===== config.mk =====
export PLATFORM = sky130hd
export DESIGN_NAME = modbus_host_msg_buf
export DESIGN_NICKNAME = d
export VERILOG_FILES = /design/src/rtl/modbus_pkg.sv /design/src/rtl/modbus_host_msg_buf_fifo.sv /design/src/rtl/modbus_host_msg_buf.sv
export SDC_FILE = /design/constraint.sdc
export NUM_CORES = 1
export LEC_CHECK = 0
export BUFFER_PORTS_ARGS = -buffer_cell sky130_fd_sc_hd__buf_2
export CORE_MARGIN = 3
export CORE_UTILIZATION = 55
export CTS_BUF_LIST = sky130_fd_sc_hd__clkbuf_16
export CTS_CLUSTER_SIZE = 16
export DETAILED_ROUTE_END_ITERATION = 16
export PLACE_DENSITY = 0.71
export SETUP_SLACK_MARGIN = 0.02
export SYNTH_ARGS = -nofsm -noshare
export SYNTH_HDL_FRONTEND = slang
export SYNTH_SLANG_ARGS = --single-unit

===== constraint.sdc =====
create_clock -name PCLK -period 10.1 [get_ports PCLK]
set_input_delay 1.515 -clock PCLK [delete_from_list [all_inputs] [get_ports PCLK]]
set_output_delay 1.515 -clock PCLK [all_outputs]
set_load 0.01 [all_outputs]

===== src/rtl/modbus_pkg.sv =====
// Shared types for the modbus host message buffer.
// TX release state and default FIFO depth.
package modbus_pkg;

  localparam int DEPTH_DEF = 64;

  typedef enum logic {
    IDLE = 1'b0,
    SEND = 1'b1
  } tx_st_e;

endpackage


===== src/rtl/modbus_host_msg_buf_fifo.sv =====
// Synchronous byte FIFO with level, full/empty
// and an in-place tag on the newest entry.
module sync_byte_fifo #(
  parameter  int W     = 8,
  parameter  int DEPTH = 64,
  localparam int AW    = $clog2(DEPTH)
) (
  input  logic          clk_i,
  input  logic          rst_ni,
  input  logic          clr_i,
  input  logic          wr_i,
  input  logic [W-1:0]  wdata_i,
  input  logic          rd_i,
  input  logic          tag_set_last_i,
  output logic [W-1:0]  rdata_o,
  output logic [AW:0]   level_o,
  output logic          full_o,
  output logic          empty_o
);

  logic [W-1:0]  mem_q [DEPTH];
  logic [AW-1:0] wr_ptr_q, rd_ptr_q;
  logic [AW-1:0] last_ptr;
  logic [AW:0]   level_q;
  logic          rd_ok, wr_ok;

  assign full_o   = (level_q == (AW+1)'(DEPTH));
  assign empty_o  = (level_q == '0);
  assign level_o  = level_q;
  assign rdata_o  = mem_q[rd_ptr_q];
  assign last_ptr = wr_ptr_q - AW'(1);

  // A full FIFO still takes a write when the head leaves that cycle.
  assign rd_ok = rd_i & ~empty_o;
  assign wr_ok = wr_i & (~full_o | rd_ok);

  always_ff @(posedge clk_i or negedge rst_ni) begin
    if (!rst_ni) begin
      wr_ptr_q <= '0;
      rd_ptr_q <= '0;
      level_q  <= '0;
    end else if (clr_i) begin
      wr_ptr_q <= '0;
      rd_ptr_q <= '0;
      level_q  <= '0;
    end else begin
      if (wr_ok) wr_ptr_q <= wr_ptr_q + AW'(1);
      if (rd_ok) rd_ptr_q <= rd_ptr_q + AW'(1);
      level_q <= level_q + (AW+1)'(wr_ok)
                         - (AW+1)'(rd_ok);
    end
  end

  always_ff @(posedge clk_i) begin
    if (!clr_i) begin
      if (wr_ok)
        mem_q[wr_ptr_q] <= wdata_i;
      if (tag_set_last_i && !empty_o)
        mem_q[last_ptr][W-1] <= 1'b1;
    end
  end

endmodule


===== src/rtl/modbus_host_msg_buf.sv =====
// Host message buffer: RX bytes with EOF tags for CSR pop,
// TX bytes held and released as one frame on go.
module modbus_host_msg_buf
  import modbus_pkg::*;
#(
  parameter int DEPTH = DEPTH_DEF,
  parameter int AW    = $clog2(DEPTH)
) (
  input  logic        PCLK,
  input  logic        PRESETn,
  input  logic [7:0]  rx_b_i,
  input  logic        rx_b_v_i,
  input  logic        frame_end_i,
  output logic [7:0]  csr_rx_data_o,
  output logic        csr_rx_eof_o,
  output logic        csr_rx_valid_o,
  input  logic        csr_rx_pop_i,
  input  logic [7:0]  csr_tx_data_i,
  input  logic        csr_tx_push_i,
  output logic        csr_tx_ready_o,
  input  logic        tx_go_i,
  input  logic        flush_i,
  output logic [7:0]  tx_b_o,
  output logic        tx_b_v_o,
  input  logic        tx_b_rdy_i,
  input  logic [15:0] cfg_msg_wm_i,
  output logic [AW:0] rx_level_o,
  output logic [AW:0] tx_level_o,
  output logic [7:0]  rx_frames_o,
  output logic        rx_ovf_o,
  output logic        tx_busy_o,
  output logic        wm_irq_o
);

  logic [8:0]  rx_head;
  logic        rx_full, rx_empty;
  logic        rx_wr_ok, rx_pop_ok, rx_tag;
  logic [7:0]  tx_head;
  logic        tx_full, tx_empty, tx_xfer;

  tx_st_e      state_q;
  logic [AW:0] tx_len_q;
  logic [7:0]  frames_q;
  logic        ovf_q, rdy_q;
  logic        fr_inc, fr_dec;

  assign rx_tag    = frame_end_i & ~rx_b_v_i;
  assign rx_pop_ok = csr_rx_pop_i & ~rx_empty;
  assign rx_wr_ok  = rx_b_v_i & (~rx_full | rx_pop_ok);

  sync_byte_fifo #(.W(9), .DEPTH(DEPTH)) u_rx (
    .clk_i          (PCLK),
    .rst_ni         (PRESETn),
    .clr_i          (flush_i),
    .wr_i           (rx_b_v_i),
    .wdata_i        ({frame_end_i, rx_b_i}),
    .rd_i           (csr_rx_pop_i),
    .tag_set_last_i (rx_tag),
    .rdata_o        (rx_head),
    .level_o        (rx_level_o),
    .full_o         (rx_full),
    .empty_o        (rx_empty)
  );

  sync_byte_fifo #(.W(8), .DEPTH(DEPTH)) u_tx (
    .clk_i          (PCLK),
    .rst_ni         (PRESETn),
    .clr_i          (flush_i),
    .wr_i           (csr_tx_push_i),
    .wdata_i        (csr_tx_data_i),
    .rd_i           (tx_xfer),
    .tag_set_last_i (1'b0),
    .rdata_o        (tx_head),
    .level_o        (tx_level_o),
    .full_o         (tx_full),
    .empty_o        (tx_empty)
  );

  assign csr_rx_valid_o = ~rx_empty;
  assign csr_rx_data_o  = rx_empty ? 8'h00 : rx_head[7:0];
  assign csr_rx_eof_o   = ~rx_empty & rx_head[8];
  assign csr_tx_ready_o = rdy_q & ~tx_full;

  assign tx_b_v_o  = (state_q == SEND);
  assign tx_busy_o = (state_q == SEND);
  assign tx_b_o    = tx_b_v_o ? tx_head : 8'h00;
  assign tx_xfer   = tx_b_v_o & tx_b_rdy_i;

  assign rx_frames_o = frames_q;
  assign rx_ovf_o    = ovf_q;
  assign wm_irq_o    = (cfg_msg_wm_i != 16'h0) &&
                       (16'(rx_level_o) >= cfg_msg_wm_i);

  assign fr_inc = frame_end_i;
  assign fr_dec = rx_pop_ok & rx_head[8];

  always_ff @(posedge PCLK or negedge PRESETn) begin
    if (!PRESETn) begin
      frames_q <= '0;
      ovf_q    <= 1'b0;
    end else if (flush_i) begin
      frames_q <= '0;
      ovf_q    <= 1'b0;
    end else begin
      if (rx_b_v_i && !rx_wr_ok) ovf_q <= 1'b1;
      if (fr_inc && !fr_dec && frames_q != 8'hFF)
        frames_q <= frames_q + 8'd1;
      else if (fr_dec && !fr_inc && frames_q != 8'h00)
        frames_q <= frames_q - 8'd1;
    end
  end

  // tx_len counts only the bytes present at go; later pushes wait.
  always_ff @(posedge PCLK or negedge PRESETn) begin
    if (!PRESETn) begin
      state_q  <= IDLE;
      tx_len_q <= '0;
      rdy_q    <= 1'b0;
    end else if (flush_i) begin
      state_q  <= IDLE;
      tx_len_q <= '0;
      rdy_q    <= 1'b1;
    end else begin
      rdy_q <= 1'b1;
      unique case (state_q)
        IDLE: begin
          if (tx_go_i && !tx_empty) begin
            state_q  <= SEND;
            tx_len_q <= tx_level_o;
          end
        end
        SEND: begin
          if (tx_xfer) begin
            tx_len_q <= tx_len_q - (AW+1)'(1);
            if (tx_len_q == (AW+1)'(1))
              state_q <= IDLE;
          end
        end
      endcase
    end
  end

endmodule


==> flow_summary.json <==
{
  "vias": 22487,
  "grt_pass1_vias": 23082,
  "grt_overflow": 0,
  "hold_buffers": 0,
  "layout-drive-gt1-share_pct": 25.4,
  "outcome": "finished clean",
  "timing_hold_violations_final": 0,
  "max_cap_viol_count": 0,
  "worstHoldPathType": "flip-flop to flip-flop",
  "worst_margin_pin_slew_ns": 1.25,
  "critPathSlowestCell": "buf_4",
  "grt_antenna_before_repair": 2,
  "multi_input_comb_area_um2": 11400,
  "async_flop_share_pct": 4.90,
  "period_needed_ns": 6.24,
  "start_kind": "flip-flop",
  "critical_path_required_ns": 8.59,
  "synthCells": 2288,
  "post_cts_resize_count": 0,
  "worst_setup_path_end_kind": "output pin",
  "initial_utilization_pct": 55.9,
  "port_buffers": 85,
  "utilization_pct": 62.1,
  "critical_path.max_stage_delay_ns": 0.76,
  "post_synthesis_cell_area_um2": 46200,
  "grt_first_pass_wirelength_um": 150000,
  "cts_post_setup_buffers_inserted": 0,
  "timing.setup.critical_path_class": "flip-flop to output pin",
  "io_pins": 86,
  "powerDensity_nw_per_um2": 221,
  "final.setup_skew_ns": 0.0461,
  "p_seq_share_pct": 47.8,
  "yosys_warnings": 0,
  "pwr-share-clk_pct": 36.4,
  "power.combinational.fraction_pct": 15.9,
  "number_of_flops_mapped_to_enable_cells_by_yosys": 1088,
  "path_buf_inv": 3,
  "die_w_um": 296,
  "power.leakage_nw": 16.2,
  "whs_path_depth": 2,
  "synth.lib_cells_used.distinct": 53,
  "ys_ff_latch": 1144,
  "setup_repair_after_global_routing_missed_its_margin": "no",
  "critical_path_arrival_ns": 4.72,
  "commonest_cells_after_routing_fill_and_taps_aside": "edfxtp_1 (1088), mux4_2 (339), nor2_1 (261)",
  "area_delta_synth_final_pct": 11.1,
  "crit_cells": 7,
  "die-height_um": 296,
  "max-slew-margin-rel_pct": 16.4,
  "maxSlewViolCount": 0,
  "clock-sinks": 1144,
  "core-area_um2": 82600,
  "achievable-frequency_ghz": 0.160,
  "antenna_cells_inserted": 0,
  "routed_wirelength_normalized_by_instance_count_um": 27.9,
  "design.final.nets": 2470,
  "most_common_cell_after_layout_fill_and_taps_aside": "edfxtp_1",
  "max-vdd-ir-drop_uv": 159,
  "clock_tree.htree_level_count": 3,
  "final.setup.tns_ns": 0,
  "drcViolationCount": 0,
  "detail-route-antenna-nets": 0,
  "final_layout_fill_cell_count": 5511,
  "buffer_depth_of_the_longest_clock_path": 3,
  "design_power_total_mw": 11.3,
  "path_cells": "buf_4, buf_4, mux4_2, mux4_2, mux4_2, and2_1, buf_2",
  "clk_pin_slew_ns": 0.06,
  "regArea_um2": 34100,
  "cpLargestDelayFamily": "buffers and inverters",
  "gr-usage-all-layers_pct": 23.1,
  "detail_route.iter0.violations": 2332,
  "cts_buffers": 113,
  "rows": 105,
  "timing.final.crit_share_pct": 61.7,
  "power.share.switching_pct": 25.0,
  "drt_pass1_iterations": 5,
  "syn_avg_cell_area_um2": 20.2,
  "tritoncts": "yes",
  "dieArea_um2": 87500,
  "grt_max_degree": 111,
  "worstSkewPairLatency_ns": 0.69,
  "critical_path.max_fanout": 61,
  "ff2ff_path_depth": 15,
  "postRouteWirelength_um": 99000,
  "detailed_route_vias_per_instance": 6.33,
  "hpwlAfterDp_um": 58400,
  "synth_flop_cell": "edfxtp_1",
  "finalWorstSetupSlack_ns": 3.86,
  "p_sw_mw": 2.84,
  "crit_path_frequent_cell": "mux4_2",
  "yosysSeqAreaShare_pct": 73.8,
  "synthesis.nets": 2370,
  "dp_worst_setup_slack_ns": 4.13,
  "cts-root-buf": "clkbuf_16",
  "setup_viol": 0,
  "p_int_mw": 8.50,
  "globalplace.congestion": 0.829
}
## cell usage after synthesis (all sizes together), types with 3 or more instances
cell type | count | area share (%)
nand2 | 60 | 0.49
buf | 58 | 0.70
nand3b | 5 | 0.081
nor3 | 10 | 0.11
fa | 3 | 0.13
o21bai | 4 | 0.065
a2bb2oi | 3 | 0.057
or2 | 3 | 0.041
clkbuf | 65 | 0.53
or4 | 3 | 0.049
inv | 41 | 0.33
nand2b | 6 | 0.081
a22oi | 12 | 0.20
o31ai | 9 | 0.15
xor2 | 21 | 0.40
ha | 38 | 1.0
o21a | 3 | 0.049
nand4 | 11 | 0.15
a21o | 12 | 0.20
dfrtp | 56 | 3.0
nor2 | 261 | 2.1
or3 | 4 | 0.054
o21ai | 15 | 0.16
xnor2 | 18 | 0.34
nor2b | 12 | 0.16
a21oi | 21 | 0.23
mux2i | 35 | 0.79
edfxtp | 1088 | 71
nor4 | 4 | 0.054
mux4 | 339 | 17
and2 | 28 | 0.38
nand3 | 21 | 0.23
## final timing paths
check	from	endpoint	slack, ns
max in group asynchronous	PRESETn	u_tx.rd_ptr_q[1]$_DFFE_PN0P_	8.46
min reg2reg	rx_ovf_o$_DFFE_PN0P_	rx_ovf_o$_DFFE_PN0P_	0.51
min in group asynchronous	PRESETn	u_rx.rd_ptr_q[0]$_DFFE_PN0P_	0.98
max reg2reg	u_rx.rd_ptr_q[0]$_DFFE_PN0P_	rx_frames_o[7]$_DFFE_PN0P_	4.79
min	rx_ovf_o$_DFFE_PN0P_	rx_ovf_o$_DFFE_PN0P_	0.51
max	u_rx.rd_ptr_q[1]$_DFFE_PN0P_	csr_rx_data_o[5]	3.86
## through the flow
| stage | cell area [um^2] | hold slack, ns | cells |
|---|---|---|---|
| final | 51300 | 0.509 | 3552 |
| after CTS | 51300 | 0.506 | 3552 |
| after global routing | 51300 | 0.541 | 3552 |
| after global placement | 47600 | 0.492 | 3343 |
| after floorplan | 46200 | 0.472 | 2288 |
| after detailed placement | 47600 | 0.495 | 3343 |
## power by group through the flow
| stage | Combinational, mW | Sequential, mW | Clock (mW) |
|---|---|---|---|
| final | 1.80 | 5.42 | 4.12 |
| after global routing | 1.96 | 5.43 | 4.37 |
| after CTS | 1.82 | 5.42 | 4.19 |
| after detailed placement | 1.81 | 5.52 | 0 |
| after global placement | 1.76 | 5.51 | 0 |
| after floorplan | 1.34 | 5.47 | 0 |
## sequential cells by signal, summed over array words and instances, names as in the netlist, 6 cells and up
| name | flops |
|---|---|
| rx_frames_o | 8 |
| tx_len_q | 7 |
| u_rx.level_o | 7 |
| u_rx.mem_q | 576 |
| u_rx.rd_ptr_q | 6 |
| u_rx.wr_ptr_q | 6 |
| u_tx.level_o | 7 |
| u_tx.mem_q | 512 |
| u_tx.rd_ptr_q | 6 |
| u_tx.wr_ptr_q | 6 |
## layout make-up
class | instances | area share, %
clock buffers | 115 | 5.61
clock inverters | 94 | 1.60
inverters | 41 | 0.300
multi-input cells | 980 | 22.2
flip-flops and latches | 1144 | 66.5
well taps | 1070 | 2.61
repair buffers | 108 | 1.21
## cells by family (layout without fill, tap and decap cells)
family	count (synthesis)	after routing	synth area share (%)
mux	376	376	17.4
compound gates	88	88	1.26
simple gates	435	435	4.12
fa+ha+maj	41	41	1.16
flops	1144	1144	73.8
buf+inv	164	358	1.56
xor+xnor	39	39	0.740
other cells	1	1	0.00812
## tightest hold or removal path: stages (launching register included)
cell and delay, ns:
dfrtp_1 0.35, a21oi_1 0.04, nor2_1 0.08
## routing by layer
layer,wire length [um],up-vias,track usage [%]
met5,13,-,0
met4,3460,2,7.96
met3,6720,209,3.33
met2,50100,963,38.0
met1,38700,11865,32.3
li1,-,9448,-
No activity file was read; power rests on OpenSTA's default activity.
